`src/rtl/checker_pkg.sv`:
```
// checker_pkg: scan FSM states, host-memory widths and the checksum fold shared by the page scanner.
package checker_pkg;
  typedef enum logic [1:0] {S_IDLE, S_REQ, S_WAIT, S_DONE} scan_state_e;
  localparam int HM_OFFSET_W   = 12;
  localparam int HM_WORD_BYTES = 8;
  localparam int HM_ADDR_W     = 64;
  function automatic logic [63:0] rotxor(input logic [63:0] cs, input logic [63:0] data);
    return {cs[62:0], cs[63]} ^ data;
  endfunction
endpackage

```
`src/rtl/checker_scan_accum.sv`:
```
// checker_scan_accum: checksum register and good-word counter with clear/update strobes.
module checker_scan_accum
  import checker_pkg::*;
(
  input  logic        clk_i,
  input  logic        rst_ni,
  input  logic        en_i,
  input  logic        clr_i,
  input  logic        upd_i,
  input  logic [63:0] data_i,
  output logic [63:0] checksum_o,
  output logic [9:0]  words_o
);
  logic [63:0] cs_q, cs_d;
  logic [9:0]  words_q, words_d;
  always_comb begin
    cs_d    = clr_i ? '0 : upd_i ? rotxor(cs_q, data_i) : cs_q;
    words_d = clr_i ? '0 : upd_i ? words_q + 10'd1 : words_q;
  end
  always_ff @(posedge clk_i or negedge rst_ni) begin
    if (!rst_ni) begin
      cs_q    <= '0;
      words_q <= '0;
    end else if (en_i) begin
      cs_q    <= cs_d;
      words_q <= words_d;
    end
  end
  assign checksum_o = cs_q;
  assign words_o    = words_q;
endmodule

```
`src/rtl/checker_page_scanner.sv`:
```
// checker_page_scanner: issues one host-memory read per word of a page run, with retry and checksum.
// Define CHECKER_SCAN_WATCHDOG_EN to add a local response watchdog that acts as a timeout.
module checker_page_scanner
  import checker_pkg::*;
#(
  parameter int MAX_RETRY   = 3,
  parameter int WDOG_CYCLES = 64
) (
  input  logic                   sys_clk,
  input  logic                   sys_rst_n,
  input  logic                   en,
  input  logic                   scan_start,
  input  logic [HM_ADDR_W-1:0]   scan_page_addr,
  input  logic [HM_OFFSET_W-1:0] scan_first_offset,
  input  logic [9:0]             scan_nwords,
  output logic                   scan_busy,
  output logic                   scan_done,
  output logic                   scan_error,
  output logic [63:0]            scan_checksum,
  output logic [9:0]             scan_words,
  output logic                   hm_start,
  output logic [HM_ADDR_W-1:0]   hm_page_addr,
  output logic [HM_OFFSET_W-1:0] hm_page_offset,
  input  logic                   hm_end,
  input  logic [63:0]            hm_data,
  input  logic                   hm_timeout
);
  localparam int RW = (MAX_RETRY > 0) ? $clog2(MAX_RETRY + 1) : 1;
  scan_state_e            state_q, state_d;
  logic [HM_ADDR_W-1:0]   addr_q, addr_d;
  logic [HM_OFFSET_W-1:0] off_q, off_d;
  logic [9:0]             rem_q, rem_d;
  logic [RW-1:0]          retry_q, retry_d;
  logic                   err_q, err_d;
  logic                   clr, upd, to_eff;
`ifdef CHECKER_SCAN_WATCHDOG_EN
  localparam int WW = $clog2(WDOG_CYCLES + 1);
  logic [WW-1:0] wdog_q, wdog_d;
  // Counting only in WAIT means the counter is already zero on every entry to WAIT.
  always_comb wdog_d = (state_q == S_WAIT) ? wdog_q + WW'(1) : '0;
  always_ff @(posedge sys_clk or negedge sys_rst_n) begin
    if (!sys_rst_n) wdog_q <= '0;
    else if (en) wdog_q <= wdog_d;
  end
  assign to_eff = hm_timeout | (wdog_q == WW'(WDOG_CYCLES - 1));
`else
  assign to_eff = hm_timeout;
`endif
  always_comb begin
    state_d = state_q;
    addr_d  = addr_q;
    off_d   = off_q;
    rem_d   = rem_q;
    retry_d = retry_q;
    err_d   = err_q;
    clr     = 1'b0;
    upd     = 1'b0;
    case (state_q)
      S_IDLE: if (scan_start) begin
        addr_d  = scan_page_addr;
        off_d   = scan_first_offset & 12'hFF8;
        rem_d   = (scan_nwords == '0) ? 10'd512 : scan_nwords;
        retry_d = '0;
        err_d   = 1'b0;
        clr     = 1'b1;
        state_d = S_REQ;
      end
      S_REQ: state_d = S_WAIT;
      S_WAIT: if (hm_end) begin
        upd     = 1'b1;
        rem_d   = rem_q - 10'd1;
        retry_d = '0;
        off_d   = (rem_q == 10'd1) ? off_q : off_q + HM_OFFSET_W'(HM_WORD_BYTES);
        state_d = (rem_q == 10'd1) ? S_DONE : S_REQ;
      end else if (to_eff) begin
        err_d   = (retry_q == RW'(MAX_RETRY));
        retry_d = err_d ? retry_q : retry_q + RW'(1);
        state_d = err_d ? S_DONE : S_REQ;
      end
      S_DONE: state_d = S_IDLE;
      default: state_d = S_IDLE;
    endcase
  end
  always_ff @(posedge sys_clk or negedge sys_rst_n) begin
    if (!sys_rst_n) begin
      state_q <= S_IDLE;
      addr_q  <= '0;
      off_q   <= '0;
      rem_q   <= '0;
      retry_q <= '0;
      err_q   <= 1'b0;
    end else if (en) begin
      state_q <= state_d;
      addr_q  <= addr_d;
      off_q   <= off_d;
      rem_q   <= rem_d;
      retry_q <= retry_d;
      err_q   <= err_d;
    end
  end
  checker_scan_accum u_accum (
    .clk_i      (sys_clk),
    .rst_ni     (sys_rst_n),
    .en_i       (en),
    .clr_i      (clr),
    .upd_i      (upd),
    .data_i     (hm_data),
    .checksum_o (scan_checksum),
    .words_o    (scan_words)
  );
  assign scan_busy      = (state_q != S_IDLE);
  assign scan_done      = (state_q == S_DONE);
  assign scan_error     = scan_done & err_q;
  assign hm_start       = (state_q == S_REQ);
  assign hm_page_addr   = addr_q;
  assign hm_page_offset = off_q;
endmodule
```
`config.mk`:
```
export PLATFORM = sky130hd
export DESIGN_NAME = checker_page_scanner
export DESIGN_NICKNAME = d
export VERILOG_FILES = /design/src/rtl/checker_pkg.sv /design/src/rtl/checker_scan_accum.sv /design/src/rtl/checker_page_scanner.sv
export SDC_FILE = /design/constraint.sdc
export NUM_CORES = 1
export LEC_CHECK = 0
export CAP_MARGIN = 20
export CORE_AREA = 2 2 136 138
export CTS_CLUSTER_DIAMETER = 30
export DETAILED_ROUTE_END_ITERATION = 16
export DIE_AREA = 0 0 138 140
export HOLD_SLACK_MARGIN = 0.1
export PLACE_DENSITY = 0.89
export SYNTH_ARGS = -nofsm -noshare
export SYNTH_HDL_FRONTEND = slang
export SYNTH_HIERARCHICAL = 1
export SYNTH_SLANG_ARGS = --single-unit
export TNS_END_PERCENT = 50
```
`constraint.sdc`:
```
create_clock -name sys_clk -period 2.57 [get_ports sys_clk]
set_clock_uncertainty 0.05 [all_clocks]
set_input_delay 0.514 -clock sys_clk [delete_from_list [all_inputs] [get_ports sys_clk]]
set_output_delay 0.514 -clock sys_clk [all_outputs]
set_load 0.05 [all_outputs]
```
==> metrics.txt, run 1 <==
global-route wire length before repair 33.08 mm; nets 1,122; Crit path arrival time 1.94 ns; floorplan row count 49; Area growth syn-to-layout 53.02%; Layout fillers 1,356; Detailed Route Iter0 Violations 424; share of layout cells above drive strength 1 13.04%; Die X 138 um; pin count of the biggest net entering global routing 71; I/O pin count 310; Pleak 4.637 nW; Clock Path Buffers 2; TritonCTS sink count 162; Tot GR Track Use 21.19%; Final Critical Period 2.499 ns; final worst-path cycle share 97.25%; mapped cell area 7495 sq um; global route total overflow 0; die area 19,320 sq um; Max Cap Violations 0; CTS Buf Count 17; Final Wtd Congestion 0.8238; Seq. cell area 4054 sq um; Synth area leaders dfrtp_1 (54%), mux2_2 (9.9%), xnor2_1 (7.5%); clock tree from TritonCTS done; top_reg_cell synth dfrtp_1; DP Worst Slack 0.1467 ns; Worst-Margin Slew 0.6324 ns; unrepaired setup endpoints after global routing false; final wirelength 20.43 mm; Post-synth EDFFs 0; status complete, no violations; Via Count 6,307; VDD IR max 990.3 uV; crit end category output port; DRT antenna net count 0; setup TNS 0 ns; register area share after synthesis 54.09%; Distinct cells, synth 47; f_max 0.4001 GHz; synthesized instance count 665; Crit path required time 2.01 ns; Starting Density 42.15%; fin worst setup slack 0.07059 ns; clock insertion delay at the later pin of the skew report 0.41 ns; core area 17,780 sq um; area share of the largest cell type after synthesis 54.09%; number of port buffers 303; final max-slew violation count 0; Die H 140 um; DRC Markers 0; initial antenna violation count 0; Seq cells post-synth 162; Post-CTS Setup Bufs 0; synthesis warning total 6; Final Hold Fails 0; Setup CP Type reg -> out; Root Buffer clkbuf_16; vias in the first global route 6,348; ant diodes 0; combined area of the multi-input logic cells 3208 sq um; syn avg cell area 11.27 sq um; Post-DP HPWL 14.82 mm; crit-path max FO 12; largest area contributor in the netlist dfrtp_1; vias per inst 5.243; drt first pass iters 4; pwr/cell area 1438 nW/um^2; asr flop ratio synth 100.0%; setup violators final 0; startpoint class of the critical path register; mean routed wirelength per cell 16.98 um; clock transition at the registers of the reported paths 0.06 ns; HP Class reg -> reg; Worst slew margin 57.45%; H-Tree Depth 4
-- layout make-up --
type | count | share of cell area (%)
flip-flops and latches | 162 | 35.35
well taps | 229 | 2.498
repair buffers | 323 | 28.57
clock inverters | 11 | 1.309
inverters | 6 | 0.1964
multi-input cells | 451 | 27.97
clock buffers | 21 | 4.102
-- timing repair --
item / 4_1_cts / 5_1_grt
gates resized for setup: 0 / 1
hold endpoints to repair: 39 / 0
hold buffers: 1 / 0
setup endpoints to repair: 0 / 1
-- synth_stat cells, types with 3 or more instances --
| master | n |
|---|---|
| o31ai_1 | 73 |
| clkbuf_1 | 19 |
| mux2_2 | 66 |
| nand2b_1 | 4 |
| o22ai_1 | 3 |
| xnor2_1 | 64 |
| nor3b_1 | 3 |
| nor3_1 | 7 |
| a22oi_1 | 5 |
| inv_1 | 6 |
| o21ai_0 | 24 |
| nand3_1 | 9 |
| or3_1 | 4 |
| nand2_1 | 76 |
| or4_1 | 4 |
| a21oi_1 | 17 |
| buf_4 | 6 |
| nand4_1 | 6 |
| dfrtp_1 | 162 |
| ha_1 | 5 |
| and3_1 | 4 |
| mux2i_1 | 3 |
| a31oi_1 | 4 |
| nor2_1 | 27 |
| o22a_1 | 5 |
| and2_1 | 7 |
| nor2b_1 | 4 |
| buf_2 | 23 |
-- layout by cell type (no fill, tap or decap), types with 9 or more instances in the layout --
| cell | instances |
|---|---|
| a21oi_1 | 17 |
| buf_4 | 12 |
| clkbuf_16 | 17 |
| clkdlybuf4s50_1 | 301 |
| dfrtp_1 | 162 |
| mux2_2 | 66 |
| nand2_1 | 76 |
| nand3_1 | 9 |
| nor2_1 | 27 |
| o21ai_0 | 24 |
| o31ai_1 | 73 |
| xnor2_1 | 64 |
-- routing by layer --
metal  share of wire, %  track usage (%)  vias up
met5                  0                0        -
met4                1.7            6.069        0
met3                8.0            6.359       26
met2                 51            37.02      272
met1                 39            25.47     3059
li1                   -                -     2950
-- state kept, by name, indices dropped and copies added (netlist names) --
name	flops
err_q	1
hm_page_addr	64
hm_page_offset	9
rem_q	10
retry_q	2
state_q	2
u_accum/checksum_o	64
u_accum/words_o	10
-- cell families (layout without fill, tap and decap cells) --
| family | count (synthesis) | after routing | synth area share [%] |
|---|---|---|---|
| AO/OA/AOI/OAI | 144 | 144 | 13.17 |
| XOR/XNOR | 65 | 65 | 7.596 |
| adder cells (fa/ha/maj) | 5 | 5 | 0.8347 |
| buffers and inverters | 54 | 361 | 3.389 |
| flip-flops | 162 | 162 | 54.09 |
| multiplexers | 69 | 69 | 10.32 |
| other | 1 | 3 | 0.05004 |
| AND/OR/NAND/NOR | 165 | 165 | 10.55 |
-- report_power, final --
part           leakage (nW)  internal (W)  switching, W  total [W]
logic                  2.33       0.00338       0.00576    0.00913
registers              2.00       0.00370       0.00100    0.00470
clock network         0.300       0.00162       0.00104    0.00266
-- worst max-delay path, stage by stage (launching register included) --
cell and delay [ns]:
dfrtp_1 0.49, or2_2 0.33, clkdlybuf4s50_1 0.70
-- worst paths after layout --
path / end / cells after the start / slack (ns) / from
setup reg to reg: hm_page_offset[6] / 7 / 0.43 / rem_q[1]
setup / recovery: scan_busy / 2 / 0.07 / state_q[1]
min in group asynchronous: u_accum/checksum_o[38] / 2 / 0.53 / sys_rst_n
hold / removal: hm_page_addr[15] / 1 / 0.45 / hm_page_addr[15]
max in group asynchronous: hm_page_addr[26] / 3 / 1.24 / sys_rst_n
hold reg to reg: hm_page_addr[15] / 1 / 0.45 / hm_page_addr[15]
-- through the flow --
stage,std cells,area [sq um],util (%),hold slack (ns),power [W]
2_1_floorplan,667,7502,-,0.1684,0.01063
3_3_place_gp,1170,10840,60.94,0.4052,0.01367
3_5_place_dp,1170,10840,60.94,0.4044,0.01389
4_1_cts,1203,11470,64.49,0.4561,0.01663
5_1_grt,1203,11470,64.50,0.4668,0.01731
6_report,1203,11470,64.50,0.4536,0.01649
(Power assumes the default switching activity.)
==> run 2: changes to the inputs <==
Settings changed: CORE_AREA 2 2 136 138 to 4 4 138 140, DIE_AREA 0 0 138 140 to 0 0 142 144, PLACE_DENSITY 0.89 to unset, PLACE_DENSITY_LB_ADDON set to 0.25, RECOVER_POWER set to 25.
==> metrics.txt, run 2 (same netlist as run 1, synthesis figures left out) <==
status finished with violations; failing checks max-capacitance violations, max-slew violations; r2r worst-path depth 7 (unchanged); pwr/cell area 1425 nW/um^2 (-0.93%); Layout fillers 1,416 (+4.4%); Hold EP hm_page_addr[46]; I/O pin count 310 (unchanged); Root Buffer clkbuf_16; clock insertion delay at the later pin of the skew report 0.42 ns (about the same); Final Wtd Congestion 0.8069 (-2.1%); Clock Path Buffers 2 (unchanged); Die X 142 um (+2.9%); Die H 144 um (+2.9%); crit end category output port; setup violators final 0 (unchanged); DRT antenna net count 0 (unchanged); startpoint class of the critical path register; die area 20,450 sq um (+5.8%); Worst slew margin -6.475% (-64 points); clock tree from TritonCTS done; nets 1,127 (+0.45%); Max Cap Violations 1 (+1); Pleak 4.658 nW (+0.45%); mean routed wirelength per cell 17.41 um (+2.5%); Detailed Route Iter0 Violations 319 (-25%); commonest non-fill, non-tap cell in the layout clkdlybuf4s50_1; global-route wire length before repair 32.02 mm (-3.2%); flop2flop setup slack 0.38 ns (-0.05 ns); setup TNS 0 ns (unchanged); H-Tree Depth 4 (unchanged); TritonCTS sink count 162 (unchanged); global route hottest layer met2; VDD IR max 837.9 uV (-15%); HP Class reg -> reg; post-layout util 64.25% (-0.26 points); R2R Path End hm_page_offset[8]; global route total overflow 0 (unchanged); core area 17,840 sq um (+0.34%); Tot GR Track Use 19.63% (-1.6 points); initial antenna violation count 0 (unchanged); drt first pass iters 5 (+1); unrepaired setup endpoints after global routing false; Final Hold Fails 0 (unchanged); Crit path required time 2.01 ns (about the same); floorplan row count 49 (unchanged); CTS Buf Count 17 (unchanged); Starting Density 42.01% (-0.14 points); clock transition at the registers of the reported paths 0.07 ns (about the same); GR Layer Usage met3 7.606% (+1.2 points); GR met2 Demand/Resource 31.58% (-5.4 points); hold path cells 1 (unchanged); final wirelength 21.03 mm (+2.9%); most frequent cells in the layout clkdlybuf4s50_1 (298), dfrtp_1 (162), nand2_1 (76); Worst-Margin Slew 1.597 ns (+0.9647 ns); Post-CTS Setup Bufs 0 (unchanged); met1 Resource Use GR 24.63% (-0.84 points); ant diodes 0 (unchanged); Setup CP Type reg -> out; vias in the first global route 6,098 (-3.9%); Crit path arrival time 1.72 ns (-0.22 ns); DRC Markers 0 (unchanged); f_max 0.4374 GHz (+9.3%); Area growth syn-to-layout 52.94% (about the same); number of port buffers 303 (unchanged); crit-path max FO 12 (unchanged); share of layout cells above drive strength 1 13.48% (+0.44 points); Worst R2R Start rem_q[1]; Via Count 6,177 (-2.1%); final worst-path cycle share 88.96% (-8.3 points); final max-slew violation count 57 (+57); vias per inst 5.113 (-2.5%); pin count of the biggest net entering global routing 68 (-4.2%); Final Critical Period 2.286 ns (-0.2131 ns); Post-DP HPWL 15.37 mm (+3.7%); Hold Path Origin hm_page_addr[46]
run 2: worst max path at each step:
stage / startpoint / end / depth (start not counted)
after floorplan: state_q[1] / u_accum/words_o[9] / 8
after global placement: en / hm_page_offset[9] / 5
after detailed placement: en / hm_page_offset[9] / 5
after CTS: state_q[0] / hm_start / 3
after global routing: sys_rst_n / u_accum/checksum_o[41] / 3
final: state_q[1] / scan_error / 2
run 2: metrics by stage:
step	cell area (sq um)	hold slack (ns)	instances	power, W	setup slack [ns]
final	11460	0.4558	1208	0.01633	0.2837
after global placement	10890	0.4381	1175	0.01378	0.1847
after global routing	11460	0.4655	1208	0.01712	0.1529
after CTS	11470	0.4596	1208	0.01647	0.008201
after floorplan	7502	0.1684	667	0.01063	0.4739
after detailed placement	10890	0.4450	1175	0.01392	0.1414
run 2: power by group:
| part | switching, W | internal (W) |
|---|---|---|
| logic | 0.00577 | 0.00338 |
| clock network | 0.00113 | 0.00137 |
| registers | 0.000991 | 0.00370 |
run 2: cell type report:
cell class | count | area [sq um] | area share [%]
well taps | 229 | 286.5 | 2.500
repair buffers | 328 | 3318 | 28.95
clock inverters | 15 | 147.6 | 1.288
multi-input cells | 451 | 3208 | 27.99
inverters | 6 | 22.52 | 0.1965
clock buffers | 17 | 425.4 | 3.711
flip-flops and latches | 162 | 4054 | 35.37
run 2: metal layers:
| metal | share of wire [%] | wire length (um) |
|---|---|---|
| met1 | 41 | 8614 |
| met2 | 48 | 10010 |
| met3 | 9.6 | 2022 |
| met4 | 1.8 | 384 |
| met5 | 0 | 0 |
run 2: worst max-delay path, stage by stage (launching register included):
cell,delay [ns]
dfrtp_1,0.57
and3_1,0.21
dlygate4sd2_1,0.52
run 2: repair_timing:
item / in CTS / in global routing
endpoints found under the setup margin: 1 / 3
hold buffers: 1 / 0
hold endpoints to repair: 52 / 0
resized for setup: 1 / 3
cloned: 0 / 0
==> run 3: changes to the inputs <==
Settings changed: ABC_AREA set to 1, CAP_MARGIN 20 to 25, CORE_AREA 4 4 138 140 to 4 4 139 141, DIE_AREA 0 0 142 144 to 0 0 143 145.
==> metrics.txt, run 3 <==
status complete, no violations; Die X 143 um (+0.70%); Worst-Margin Slew 1.000 ns (-0.5967 ns); pin count of the biggest net entering global routing 68 (unchanged); clock transition at the registers of the reported paths 0.07 ns (about the same); Clock Power Share 15.0% (-0.2 points); final wirelength 21.06 mm (+0.16%); Pint 0.008879 W (+5.2%); slowest stage delay, CP 0.90 ns (+0.33 ns); VDD IR max 1006 uV (+20%); sw frac 47.96% (-0.34 points); Clock Path Buffers 2 (unchanged); area share of the largest cell type after synthesis 51.32% (-2.8 points); Seq cells post-synth 162 (unchanged); number of port buffers 303 (unchanged); Layout fillers 1,449 (+2.3%); Tot GR Track Use 20.23% (+0.60 points); pwr/cell area 1447 nW/um^2 (+1.6%); floorplan row count 49 (unchanged); HP Class reg -> reg; Post-CTS Setup Bufs 0 (unchanged); Starting Density 43.97% (+2.0 points); largest area contributor in the netlist dfrtp_1; nets 1,207 (+7.1%); share of layout cells above drive strength 1 16.82% (+3.3 points); mapped cell area 7899 sq um (+5.4%); vias in the first global route 6,381 (+4.6%); Die H 145 um (+0.69%); Post-synth EDFFs 0 (unchanged); drt first pass iters 4 (-1); Crit path required time 2.01 ns (about the same); startpoint class of the critical path register; Root Buffer clkbuf_16; synthesized instance count 736 (+11%); global-route wire length before repair 33.51 mm (+4.7%); Worst slew margin 33.30% (+40 points); mean routed wirelength per cell 16.36 um (-6.0%); Switching Power 0.008182 W (+3.7%); ant diodes 0 (unchanged); count leader, synth nand2_1; Synth area leaders dfrtp_1 (51%), mux2_4 (11%), nand2_1 (7.8%); TritonCTS sink count 162 (unchanged); CTS Buf Count 17 (unchanged); WP buf/inv 1 (unchanged); Distinct cells, synth 37 (-21%); final worst-path cycle share 91.50% (+2.5 points); Post-Layout Cell Count 1,287 (+6.5%); unrepaired setup endpoints after global routing false; Crit path arrival time 1.79 ns (+0.07 ns); die area 20,740 sq um (+1.4%); I/O pin count 310 (unchanged); final max-slew violation count 0 (-100%); asr flop ratio synth 100.0% (unchanged); commonest non-fill, non-tap cell in the layout clkdlybuf4s50_1; global route total overflow 0 (unchanged); # placed instances 1,255 (+6.8%); register area share after synthesis 51.32% (-2.8 points); Detailed Route Iter0 Violations 220 (-31%); clock insertion delay at the later pin of the skew report 0.43 ns (about the same); Sequential Power Share 27.4% (-1.3 points); Final Hold Fails 0 (unchanged); core area 17,960 sq um (+0.69%); Post-DP HPWL 15.84 mm (+3.0%); Via Count 6,216 (+0.63%); Fin Hold WS 0.4563 ns (+0.0004610 ns); setup TNS 0 ns (unchanged); crit-path leading delay family buffers and inverters; crit end category output port; syn avg cell area 10.73 sq um (-4.8%); crit-path max FO 7 (-5); Setup CP Type reg -> out; Area growth syn-to-layout 49.25%; clock tree from TritonCTS done; Post-synth top cells nand2_1 (164), dfrtp_1 (162), xnor2_1 (64), mux2_4 (60), o21ai_2 (51); Pleak 5.350 nW (+15%); DRC Markers 0 (unchanged); Final Critical Period 2.352 ns (+0.06523 ns); Final Wtd Congestion 0.8352 (+3.5%); top_reg_cell synth dfrtp_1; synthesis warning total 6 (unchanged); most frequent cells in the layout clkdlybuf4s50_1 (298), nand2_1 (163), dfrtp_1 (162); critical path's slowest cell clkdlybuf4s50_1; vias per inst 4.830 (-5.5%); Comb pwr share 57.6% (+1.6 points); initial antenna violation count 0 (unchanged); CP Cell Sequence clkdlybuf4s50_1; f_max 0.4253 GHz (-2.8%); H-Tree Depth 4 (unchanged); DRT antenna net count 0 (unchanged); Max Cap Violations 0 (-1); setup violators final 0 (unchanged)
[run 3: worst paths after layout]
path | start | end | slack [ns] | cells past startpoint
min in group asynchronous | sys_rst_n | hm_page_offset[11] | 0.74 | 2
max | u_accum/words_o[4] | scan_words[4] | 0.22 | 1
max in group asynchronous | sys_rst_n | u_accum/checksum_o[30] | 0.83 | 3
max reg2reg | state_q[0] | u_accum/checksum_o[45] | 0.38 | 8
min | hm_page_addr[40] | hm_page_addr[40] | 0.46 | 1
min reg2reg | hm_page_addr[40] | hm_page_addr[40] | 0.46 | 1
[run 3: power groups by stage]
| stage | combinational, W | clock, W | sequential [W] |
|---|---|---|---|
| finish | 0.00982 | 0.00256 | 0.00468 |
| global route | 0.0104 | 0.00273 | 0.00485 |
| CTS | 0.00992 | 0.00264 | 0.00468 |
| detailed placement | 0.00988 | 0 | 0.00470 |
| global placement | 0.00979 | 0 | 0.00465 |
| floorplan | 0.00306 | 0 | 0.00826 |
[run 3: kinds of logic after synthesis]
kind of cell / synth area share [%]
mux: 12.10
buf+inv: 5.291
compound gates: 10.01
xor+xnor: 7.429
fa+ha+maj: 0.7920
flops: 51.32
simple gates: 13.00
other cells: 0.04748
[run 3: timing repair]
| item | in CTS | in global routing |
|---|---|---|
| gates resized for setup | 1 | 1 |
| endpoints found under the hold margin | 35 | 0 |
| endpoints found under the setup margin | 1 | 1 |
| hold buffers | 1 | 0 |
[run 3: per-stage QoR]
| stage | area (sq um) | utilization [%] | power, W | worst slack, ns |
|---|---|---|---|---|
| after CTS | 11790 | 65.65 | 0.01724 | 0.0001861 |
| final | 11790 | 65.63 | 0.01706 | 0.2185 |
| after detailed placement | 11190 | 62.30 | 0.01458 | 0.2330 |
| after global routing | 11790 | 65.63 | 0.01794 | 0.1500 |
| after floorplan | 7906 | - | 0.01132 | 0.8019 |
| after global placement | 11190 | 62.30 | 0.01445 | 0.2772 |
[run 3: routing by layer]
layer | global-route usage [%] | share of wire (%) | vias up
li1 | - | - | 3008
met1 | 24.00 | 40 | 2962
met2 | 34.12 | 50 | 214
met3 | 6.943 | 8.3 | 32
met4 | 6.939 | 2.4 | 0
met5 | 0 | 0 | -
[run 3: area by class of cell]
| type | count | area (sq um) | share of cell area [%] |
|---|---|---|---|
| clock buffers | 17 | 425.4 | 3.609 |
| multi-input cells | 500 | 3450 | 29.26 |
| repair buffers | 319 | 3234 | 27.44 |
| flip-flops and latches | 162 | 4054 | 34.39 |
| well taps | 229 | 286.5 | 2.430 |
| inverters | 46 | 172.7 | 1.465 |
| clock inverters | 14 | 166.4 | 1.412 |
